## config.mk

```make
export PLATFORM = sky130hd
export DESIGN_NAME = rsa_modexp_seq_flat
export DESIGN_NICKNAME = d
export VERILOG_FILES = /design/src/rtl/rsa_modexp_seq_if.sv /design/src/rtl/rsa_modexp_seq.sv /design/src/flat_wrapper.sv
export SDC_FILE = /design/constraint.sdc
export NUM_CORES = 1
export LEC_CHECK = 0
export ABC_AREA = 1
export CAP_MARGIN = 30
export CORE_ASPECT_RATIO = 1.2
export CORE_MARGIN = 10
export CORE_UTILIZATION = 34
export DETAILED_ROUTE_END_ITERATION = 10
export GPL_ROUTABILITY_DRIVEN = 0
export GPL_TIMING_DRIVEN = 0
export PLACE_DENSITY_LB_ADDON = 0.08
export SETUP_SLACK_MARGIN = 0.1
export SYNTH_ARGS = -nofsm -noshare
export SYNTH_HDL_FRONTEND = slang
export SYNTH_SLANG_ARGS = --single-unit
```

## constraint.sdc

```tcl
create_clock -name ctrl_clk -period 13.42 [get_ports ctrl_clk]
set_clock_uncertainty 0.15 [all_clocks]
set_input_delay 2.684 -clock ctrl_clk [delete_from_list [all_inputs] [get_ports ctrl_clk]]
set_output_delay 2.684 -clock ctrl_clk [all_outputs]
set_load 0.05 [all_outputs]
```

## src/rtl/rsa_modexp_seq_if.sv

```systemverilog
// Operand-load / result bus for rsa_modexp_seq.
// master: operand source and result consumer. slave: the exponentiation core.
interface rsa_modexp_seq_if #(
  parameter int DATA_WIDTH = 16
);
  logic                  ctrl_load;
  logic [DATA_WIDTH-1:0] ctrl_din;
  logic                  ctrl_abort;
  logic                  ctrl_busy;
  logic                  ctrl_done;
  logic                  ctrl_err;
  logic [DATA_WIDTH-1:0] ctrl_c;

  modport master (
    output ctrl_load, ctrl_din, ctrl_abort,
    input  ctrl_busy, ctrl_done, ctrl_err, ctrl_c
  );

  modport slave (
    input  ctrl_load, ctrl_din, ctrl_abort,
    output ctrl_busy, ctrl_done, ctrl_err, ctrl_c
  );
endinterface

```

## src/rtl/rsa_modexp_seq.sv

```systemverilog
// Sequential modular exponentiation c = m^e mod n, right-to-left
// square-and-multiply over a shared bit-serial interleaved modular multiplier.
// Optional feature: define RSA_MODEXP_REDUCE_M_EN to accept m>=n and
// pre-reduce m with one extra multiplier pass; otherwise m>=n is an error.
module rsa_modexp_seq #(
  parameter int   DATA_WIDTH = 16,
  parameter logic LOAD       = 1'b0
) (
  input logic             ctrl_clk,
  input logic             ctrl_rst,
  rsa_modexp_seq_if.slave bus
);
  localparam int W  = DATA_WIDTH;
  localparam int CW = $clog2(W);

  typedef enum logic [3:0] {
    S_LOAD_M,
    S_WAIT_M,
    S_LOAD_E,
    S_WAIT_E,
    S_LOAD_N,
    S_WAIT_N,
    S_CHECK,
`ifdef RSA_MODEXP_REDUCE_M_EN
    S_REDUCE,
`endif
    S_MUL,
    S_SQR,
    S_DONE,
    S_ERROR
  } state_t;

  state_t        state;
  logic [W-1:0]  m_q, e_q, n_q, x_q, c_q;
  logic [W+1:0]  acc;
  logic [CW-1:0] cnt;
  logic          busy_q, done_q, err_q;

  logic          ld_act;
  logic          computing;
  logic [W-1:0]  mul_a, mul_b, prod, e_shr;
  logic [W+1:0]  n_ext, acc_sum, acc_s1, acc_nxt;

  assign ld_act = (bus.ctrl_load == LOAD);
  assign n_ext  = {2'b00, n_q};
  assign e_shr  = e_q >> 1;
  assign prod   = acc_nxt[W-1:0];

  // Operand select and one interleaved step: r = 2r + a_i*b, then up to two -n
  always_comb begin
    mul_a     = m_q;
    mul_b     = m_q;
    computing = 1'b0;
    case (state)
      S_MUL: begin
        mul_a     = x_q;
        computing = 1'b1;
      end
      S_SQR: computing = 1'b1;
`ifdef RSA_MODEXP_REDUCE_M_EN
      S_REDUCE: begin
        mul_b     = {{(W-1){1'b0}}, 1'b1};
        computing = 1'b1;
      end
`endif
      default: ;
    endcase
    acc_sum = (acc << 1) + (mul_a[cnt] ? {2'b00, mul_b} : '0);
    acc_s1  = (acc_sum >= n_ext) ? acc_sum - n_ext : acc_sum;
    acc_nxt = (acc_s1  >= n_ext) ? acc_s1  - n_ext : acc_s1;
  end

  // Control FSM, operand/working registers and registered outputs
  always_ff @(posedge ctrl_clk or posedge ctrl_rst) begin
    if (ctrl_rst) begin
      state  <= S_LOAD_M;
      m_q    <= '0;
      e_q    <= '0;
      n_q    <= '0;
      x_q    <= '0;
      c_q    <= '0;
      acc    <= '0;
      cnt    <= '0;
      busy_q <= 1'b0;
      done_q <= 1'b0;
      err_q  <= 1'b0;
    end else begin
      done_q <= 1'b0;
      // busy covers the done cycle and drops at the edge that ends it
      if (done_q) busy_q <= 1'b0;

      // shared multiplier step; the writeback happens in the case below
      if (computing && !bus.ctrl_abort) begin
        acc <= (cnt == '0) ? '0 : acc_nxt;
        cnt <= (cnt == '0) ? CW'(W-1) : cnt - 1'b1;
      end

      case (state)
        S_LOAD_M: if (ld_act && !busy_q) begin
          m_q   <= bus.ctrl_din;
          err_q <= 1'b0;
          state <= S_WAIT_M;
        end
        S_WAIT_M: if (!ld_act) state <= S_LOAD_E;
        S_LOAD_E: if (ld_act) begin
          e_q   <= bus.ctrl_din;
          state <= S_WAIT_E;
        end
        S_WAIT_E: if (!ld_act) state <= S_LOAD_N;
        S_LOAD_N: if (ld_act) begin
          n_q   <= bus.ctrl_din;
          state <= S_WAIT_N;
        end
        S_WAIT_N: if (!ld_act) begin
          busy_q <= 1'b1;
          state  <= S_CHECK;
        end
        S_CHECK: begin
          if (bus.ctrl_abort) begin
            busy_q <= 1'b0;
            state  <= S_LOAD_M;
          end else if (n_q == '0) begin
            state <= S_ERROR;
`ifndef RSA_MODEXP_REDUCE_M_EN
          end else if (m_q >= n_q) begin
            state <= S_ERROR;
`endif
          end else if (n_q == W'(1)) begin
            x_q   <= '0;
            state <= S_DONE;
          end else if (e_q == '0) begin
            x_q   <= W'(1);
            state <= S_DONE;
          end else begin
            x_q <= W'(1);
            acc <= '0;
            cnt <= CW'(W-1);
`ifdef RSA_MODEXP_REDUCE_M_EN
            state <= S_REDUCE;
`else
            state <= e_q[0] ? S_MUL : S_SQR;
`endif
          end
        end
`ifdef RSA_MODEXP_REDUCE_M_EN
        S_REDUCE: begin
          if (bus.ctrl_abort) begin
            busy_q <= 1'b0;
            state  <= S_LOAD_M;
          end else if (cnt == '0) begin
            m_q   <= prod;
            state <= e_q[0] ? S_MUL : S_SQR;
          end
        end
`endif
        S_MUL: begin
          if (bus.ctrl_abort) begin
            busy_q <= 1'b0;
            state  <= S_LOAD_M;
          end else if (cnt == '0) begin
            x_q   <= prod;
            state <= S_SQR;
          end
        end
        S_SQR: begin
          if (bus.ctrl_abort) begin
            busy_q <= 1'b0;
            state  <= S_LOAD_M;
          end else if (cnt == '0) begin
            // the LOOP decision is folded into the last squaring edge
            m_q <= prod;
            e_q <= e_shr;
            if (e_shr == '0)  state <= S_DONE;
            else if (e_shr[0]) state <= S_MUL;
            else               state <= S_SQR;
          end
        end
        S_DONE: begin
          c_q    <= x_q;
          err_q  <= 1'b0;
          done_q <= 1'b1;
          state  <= S_LOAD_M;
        end
        S_ERROR: begin
          c_q    <= '1;
          err_q  <= 1'b1;
          done_q <= 1'b1;
          state  <= S_LOAD_M;
        end
        default: state <= S_LOAD_M;
      endcase
    end
  end

  assign bus.ctrl_busy = busy_q;
  assign bus.ctrl_done = done_q;
  assign bus.ctrl_err  = err_q;
  assign bus.ctrl_c    = c_q;
endmodule

```

## src/flat_wrapper.sv

```systemverilog
// flat-port wrapper written by rule: the top's interface ports become plain ports
module rsa_modexp_seq_flat 
#(
  parameter int   DATA_WIDTH = 16,
  parameter logic LOAD       = 1'b0
)
  (ctrl_clk, ctrl_rst, bus_ctrl_load, bus_ctrl_din, bus_ctrl_abort, bus_ctrl_busy, bus_ctrl_done, bus_ctrl_err, bus_ctrl_c);
  rsa_modexp_seq_if #(.DATA_WIDTH(DATA_WIDTH)) bus_i ();
  input logic ctrl_clk;
  input logic ctrl_rst;
  input wire logic [$bits(bus_i.ctrl_load)-1:0] bus_ctrl_load;
  input wire logic [$bits(bus_i.ctrl_din)-1:0] bus_ctrl_din;
  input wire logic [$bits(bus_i.ctrl_abort)-1:0] bus_ctrl_abort;
  output wire logic [$bits(bus_i.ctrl_busy)-1:0] bus_ctrl_busy;
  output wire logic [$bits(bus_i.ctrl_done)-1:0] bus_ctrl_done;
  output wire logic [$bits(bus_i.ctrl_err)-1:0] bus_ctrl_err;
  output wire logic [$bits(bus_i.ctrl_c)-1:0] bus_ctrl_c;
  assign bus_i.ctrl_load = bus_ctrl_load;
  assign bus_i.ctrl_din = bus_ctrl_din;
  assign bus_i.ctrl_abort = bus_ctrl_abort;
  assign bus_ctrl_busy = bus_i.ctrl_busy;
  assign bus_ctrl_done = bus_i.ctrl_done;
  assign bus_ctrl_err = bus_i.ctrl_err;
  assign bus_ctrl_c = bus_i.ctrl_c;
  rsa_modexp_seq #(.DATA_WIDTH(DATA_WIDTH), .LOAD(LOAD)) u_core (.ctrl_clk(ctrl_clk), .ctrl_rst(ctrl_rst), .bus(bus_i));
endmodule
```

==> results of run 1 <==
==> metrics by stage <==
stage	cell area [µm²]	hold slack, ns	utilization [%]	setup slack [ns]	instances
final	9700	0.333	39.2	4.69	1610
after global routing	9700	0.358	39.2	4.06	1610
after CTS	9700	0.340	39.2	4.70	1610
after detailed placement	9400	0.323	38.0	4.73	1594
after global placement	9370	0.324	37.8	4.71	1593
after floorplan	8580	0.303	-	6.78	1230
==> cell type report <==
| cell class | instances | area share [%] |
|---|---|---|
| plain buffers | 35 | 1.65 |
| clock buffers | 12 | 2.64 |
| clock inverters | 4 | 0.490 |
| inverters | 158 | 6.16 |
| multi-input cells | 929 | 52.8 |
| flip-flops and latches | 108 | 27.9 |
| well taps | 325 | 4.19 |
| repair buffers | 39 | 4.20 |
==> synth_stat cells (4+ instances only) <==
cell        n  area (µm²)
nand2_4    10         113
nand3_1   139         696
nand2_2     8        50.1
or2_2       6        37.5
a21oi_1   117         586
a211oi_1    4        30.0
inv_1     152         571
nand4_1    17         106
a31oi_1    12        75.1
nor2_1     85         319
dfrtp_1   108        2700
o22a_1     16         140
nand2_1   297        1110
o21ai_0    65         325
nor3_1     16        80.1
buf_2      11        55.1
xnor2_1    15         131
clkbuf_1   21        78.8
xor2_1     23         201
ha_1       64         801
inv_2       4        15.0
==> state kept, by name (all words and copies together), names as in the netlist <==
| name | flops |
|---|---|
| u_core.e_q | 16 |
| u_core.n_q | 16 |
| u_core.cnt | 4 |
| u_core.bus.ctrl_done | 1 |
| u_core.state | 4 |
| u_core.bus.ctrl_busy | 1 |
| u_core.bus.ctrl_err | 1 |
| u_core.acc | 17 |
| u_core.m_q | 16 |
| u_core.x_q | 16 |
| u_core.bus.ctrl_c | 16 |
==> cells by family after synthesis <==
family / count (synthesis) / synth area share (%)
muxes: 1 / 0.131
and+or+nand+nor: 593 / 30.7
DFF: 108 / 31.5
adders and majority gates: 67 / 10.0
buffers and inverters: 193 / 8.78
xor gates and xnor gates: 38 / 3.88
AOI/OAI and AO/OA: 230 / 15.0
==> layout by cell type, fill, tap and decap left out, types with 4 or more instances in the layout <==
cell type	count
a211oi_1	4
a21oi_1	117
a31oi_1	12
buf_2	11
clkbuf_1	22
clkbuf_16	9
clkdlybuf4s50_1	38
dfrtp_1	108
ha_1	64
inv_1	151
inv_2	4
nand2_1	297
nand2_2	8
nand2_4	10
nand3_1	139
nand4_1	17
nor2_1	85
nor3_1	16
o21ai_0	65
o22a_1	16
or2_2	6
xnor2_1	15
xor2_1	23
==> routing by layer <==
metal  up-vias  routed length (µm)  global-route usage, %
met4         0                 845                   6.75
met5         -                   0                      0
met1      3833               12700                   22.3
met2       179               14600                   32.2
met3        34                1090                   1.83
li1       4184                   -                      -
==> worst max-delay path by stage <==
stage | endpoint | slack, ns | depth (start not counted)
floorplan | u_core.acc[7] | 6.78 | 50
global placement | u_core.x_q[0] | 4.71 | 49
detailed placement | u_core.x_q[0] | 4.73 | 49
CTS | u_core.x_q[0] | 4.70 | 49
global route | u_core.x_q[0] | 4.06 | 49
finish | u_core.x_q[0] | 4.69 | 49
==> critical path, delay by kind of cell, from the launching register on <==
| kind | cells | cell delay [ns] |
|---|---|---|
| compound gates | 5 | 0.87 |
| buf+inv | 8 | 1.39 |
| fa+ha+maj | 5 | 1.55 |
| flops | 1 | 0.42 |
| simple gates | 31 | 4.21 |
==> reports/summary.log, run 1 <==
[outcome] result of the run complete, no violations
[floorplan] total die area 0.0320 mm²
[timing] sum of negative setup slack 0 ns
[yosys] number of enable flip-flop cells after synthesis 0
[detailed_routing] detailed-route via count 8,230
[floorplan] Ports 39
[floorplan] area of the core region 0.0248 mm²
[detailed_routing] post-detailed-route wirelength per cell 18.2 µm
[setup_path] Worst Path Max Fanout 10
[cts] CTS tree built
[yosys] Syn. warnings 0
[setup_path] Critical-path top delay cell fa_1
[timing] crit share post-route 65.0%
[placed_design] estimated wirelength of the detail-placed design 24,600 µm
[detailed_routing] detailed-routing iteration count for the pre-antenna-repair pass 5
[timing] setup repair after global routing missed its margin no
[hold_path] cell depth of the worst hold path 2
[timing] worst max-slew margin expressed relative to the limit 53.2%
[floorplan] num rows 63
[finish] total area of sequential cells 0.00270 mm²
[yosys] gate count after technology mapping 1,230
[yosys] most used flip-flop cell after synthesis dfrtp_1
[hold_path] Worst Hold Launch u_core.bus.ctrl_err
[hold_path] min-delay worst type flip-flop to flip-flop
[floorplan] die outline height 194 µm
[cts] number of CTS-inserted buffers 9
[yosys] FFs w/ async S/R, synth 100%
[cts] H-tree depth 3
[cts] hold-fix buffers at CTS 0
[setup_path] Top cell by count, worst path nand2_1
[cts] post-cts gate resize count 0
[global_routing] pin count of the biggest net entering global routing 63
[setup_path] Reg2Reg Setup Slack 4.69 ns
[setup_path] required time of the critical path 13.52 ns
[timing] highest achievable clock rate 115 MHz
[detailed_routing] post-DR vias/cell 5.11
[yosys] netlist area before placement 0.00858 mm²
[run] maxcap violations 0
[finish] multi-input logic area 0.00512 mm²
[timing] Slew @ Worst Pin 0.703 ns
[hold_path] worst hold endpoint u_core.bus.ctrl_err
[setup_path] depth of the worst register-to-register path 49
[yosys] sequential share of the synthesized area 31.5%
[setup_path] Worst Setup SP u_core.state[2]
[timing] final count of pins violating max slew 0
[detailed_routing] number of DRC markers in iteration 0 518
[yosys] synthesized flop and latch total 108
[cts] clock sink count 108
[timing] final critical-path required period 8.73 ns
[floorplan] effective utilization at floorplan 34.7%
[finish] filler cell count in the final layout 2,732
[detailed_routing] number of design rule violations left after detail routing 0
[yosys] unique cell type count in the Yosys netlist 45
[finish] Layout Nets 1,367
[setup_path] launching element type of the critical path flip-flop
[finish] area grow syn2layout 13.1%
[cts] Root Buffer clkbuf_16
[detailed_routing] final antenna-violating net count 0
[setup_path] max incr delay on CP 0.43 ns
[timing] total setup violations reported at the end of the flow 0
[global_routing] number of global-route vias before repair 8,370
[setup_path] crit path kind flip-flop to flip-flop
[detailed_routing] Routed WL 29,200 µm
[global_routing] remaining global-route overflow 0
[finish] fraction of final layout cells sized beyond drive strength 1 5.21%
[setup_path] data arrival time of the critical path 8.82 ns
[setup_path] kind of end point of the critical path flip-flop
[cts] number of buffers on the longest clock path 2
[floorplan] width of the chip 165 µm
[setup_path] reg-to-reg endpoint u_core.x_q[0]
[cts] post-CTS setup-driven buffer insertion count 0
[timing] hold violation count in the final report 0
[global_routing] global-route wire length before repair 45,700 µm
[global_routing] initial antenna violation count 0
[yosys] Avg Cell Area, Syn 6.97 µm²
[placed_design] count of port buffers added during placement 38
[cts] insertion delay to the later sink of the worst-skew pair 0.36 ns
[cts] Worst-path clk slew 0.08 ns
[finish] Inserted Diodes 0
[yosys] net count after synthesis 1,317
[setup_path] Critical R2R Launch u_core.state[2]
[global_routing] overall track demand over capacity in global routing 18.3%
Power of run 1 is left out: the tool's default activity adds up to more than one toggle a clock period on the data nets, which glitch-free logic cannot reach.
==> run 2, diff against run 1 <==
==> constraint.sdc (replaced) <==
create_clock -name ctrl_clk -period 8.7 [get_ports ctrl_clk]
set_clock_uncertainty 0.15 [all_clocks]
set_input_delay 1.74 -clock ctrl_clk [delete_from_list [all_inputs] [get_ports ctrl_clk]]
set_output_delay 1.74 -clock ctrl_clk [all_outputs]
set_load 0.05 [all_outputs]
==> run 2 against run 1 <==
Cell count increased by 0.37%. Critical path type unchanged. Cell area increased by 0.70%. Sequential share of layout area decreased by 0.19 points.
==> reports/summary.log, run 2 (synthesized netlist as in run 1, its figures left out) <==
[outcome] result of the run complete, no violations
[finish] Inserted Diodes 0
[global_routing] number of global-route vias before repair 8,398
[setup_path] Worst Setup SP u_core.state[3]
[cts] CTS tree built
[floorplan] effective utilization at floorplan 34.7%
[global_routing] initial antenna violation count 0
[floorplan] area of the core region 0.0248 mm²
[global_routing] overall track demand over capacity in global routing 18.4%
[timing] final critical-path required period 8.05 ns
[setup_path] Critical R2R Launch u_core.state[3]
[finish] most common library cell in the layout ignoring fill and taps nand2_1
[floorplan] width of the chip 165 µm
[floorplan] total die area 0.0320 mm²
[floorplan] num rows 63
[detailed_routing] number of design rule violations left after detail routing 0
[cts] number of buffers on the longest clock path 2
[global_routing] pin count of the biggest net entering global routing 63
[setup_path] Worst Path Max Fanout 10
[hold_path] worst hold endpoint u_core.bus.ctrl_err
[detailed_routing] Top Metal Used met4
[cts] Root Buffer clkbuf_16
[hold_path] cell depth of the worst hold path 2
[finish] area grow syn2layout 13.9%
[finish] fraction of final layout cells sized beyond drive strength 1 6.35%
[cts] number of CTS-inserted buffers 9
[detailed_routing] sum of met2 wire segment lengths after detailed routing 14,700 µm
[placed_design] count of placed standard cells including taps 1,594
[setup_path] depth of the worst register-to-register path 51
[detailed_routing] final antenna-violating net count 0
[detailed_routing] detailed-route via count 8,235
[hold_path] min-delay worst type flip-flop to flip-flop
[setup_path] Critical-path top delay cell dfrtp_1
[hold_path] Worst Hold Launch u_core.bus.ctrl_err
[timing] total setup violations reported at the end of the flow 0
[setup_path] crit path kind flip-flop to flip-flop
[setup_path] Top Family by Delay on Critical Path simple AND/OR/NAND/NOR gates
[detailed_routing] number of DRC markers in iteration 0 547
[timing] crit share post-route 92.5%
[floorplan] Ports 39
[setup_path] number of buffer and inverter stages on the critical path 9
[timing] highest achievable clock rate 124 MHz
[placed_design] estimated wirelength of the detail-placed design 24,600 µm
[detailed_routing] Met1 Routed Length 12,700 µm
[cts] hold-fix buffers at CTS 0
[detailed_routing] Routed WL 29,400 µm
[detailed_routing] detailed-routing iteration count for the pre-antenna-repair pass 6
[finish] leading cell types in the layout, fill and taps excluded nand2_1 (297), inv_1 (148), nand3_1 (139)
[setup_path] Reg2Reg Setup Slack 0.65 ns
[finish] Layout Nets 1,373
[placed_design] count of port buffers added during placement 38
[cts] Worst-path clk slew 0.07 ns
[setup_path] launching element type of the critical path flip-flop
[run] maxcap violations 0
[global_routing] remaining global-route overflow 0
[timing] Slew @ Worst Pin 0.708 ns
[cts] H-tree depth 3
[timing] worst max-slew margin expressed relative to the limit 52.8%
[floorplan] die outline height 194 µm
[setup_path] Top cell by count, worst path nand2_1
[setup_path] max incr delay on CP 0.46 ns
[global_routing] global-route wire length before repair 45,900 µm
[finish] most flop-heavy register u_core.acc
[timing] setup repair after global routing missed its margin no
[setup_path] reg-to-reg endpoint u_core.x_q[0]
[setup_path] data arrival time of the critical path 8.19 ns
[finish] Non-Filler Instances 1,616
[detailed_routing] Detail Route met3 WL 1120 µm
[setup_path] required time of the critical path 8.84 ns
[timing] hold violation count in the final report 0
[detailed_routing] post-DR vias/cell 5.10
[cts] clock sink count 108
[cts] insertion delay to the later sink of the worst-skew pair 0.36 ns
[setup_path] kind of end point of the critical path flip-flop
[finish] Largest register FFs 17
[detailed_routing] post-detailed-route wirelength per cell 18.2 µm
[timing] worst hold margin 0.333 ns
[timing] final count of pins violating max slew 0
==> run 2: cell types whose count changed in the layout (fill, tap and decap cells not counted), sizes merged <==
| cell | change |
|---|---|
| clkbuf | +1 |
| buf | +5 |
==> run 2: cell type report <==
type / count / area (µm²)
flip-flops and latches: 108 / 2700
clock inverters: 4 / 47.5
inverters: 158 / 598
plain buffers: 35 / 169
multi-input cells: 929 / 5140
repair buffers: 45 / 450
clock buffers: 12 / 256
fillers: 2725 / 15000
well taps: 325 / 407
==> run 2: worst max path at each step <==
stage / end / slack [ns] / cells after the start
5_1_grt: u_core.x_q[0] / 0.15 / 52
4_1_cts: u_core.x_q[0] / 0.13 / 52
6_report: u_core.x_q[0] / 0.65 / 51
3_5_place_dp: u_core.x_q[0] / 0.005 / 49
2_1_floorplan: u_core.acc[7] / 2.06 / 50
3_3_place_gp: u_core.x_q[0] / -0.01 / 49
==> run 2: worst register-to-register path: cells and delay by family (launching register included) <==
family | cells | cell delay (ns)
buffers and inverters | 9 | 1.28
flip-flops | 1 | 0.46
AO/OA/AOI/OAI | 5 | 0.87
adder cells (fa/ha/maj) | 5 | 1.54
AND/OR/NAND/NOR | 32 | 3.73
==> run 2: metal layers <==
| layer | GRT usage [%] | vias to the layer above |
|---|---|---|
| met5 | 0 | - |
| met4 | 7.04 | 0 |
| met3 | 1.85 | 41 |
| met2 | 32.3 | 168 |
| met1 | 22.3 | 3834 |
| li1 | - | 4192 |
==> run 2: what timing repair did <==
item,4_1_cts,5_1_grt
gates cloned,0,0
gates resized for setup,1,15
endpoints found under the setup margin,13,49
pin swaps,0,1
setup buffers,3,3
==> run 2: through the flow <==
| stage | area [µm²] | TNS (ns) | util, % | setup WS [ns] |
|---|---|---|---|---|
| final | 9770 | 0 | 39.5 | 0.649 |
| after global routing | 9770 | 0 | 39.5 | 0.151 |
| after CTS | 9730 | 0 | 39.3 | 0.127 |
| after detailed placement | 9400 | 0 | 38.0 | 0.00513 |
| after global placement | 9370 | -0.0136 | 37.8 | -0.0136 |
| after floorplan | 8580 | 0 | - | 2.06 |
Power of run 2 is left out for the same reason.
==> run 3, diff against run 2 <==
--- a/config.mk
+++ b/config.mk
@@ -18,3 +18,4 @@
 export SYNTH_ARGS = -nofsm -noshare
 export SYNTH_HDL_FRONTEND = slang
 export SYNTH_SLANG_ARGS = --single-unit
+export TNS_END_PERCENT = 100
==> results of run 3 <==
No change in the layout: final DEF, timing and power equal those of run 2.
Power of run 3 is left out for the same reason.
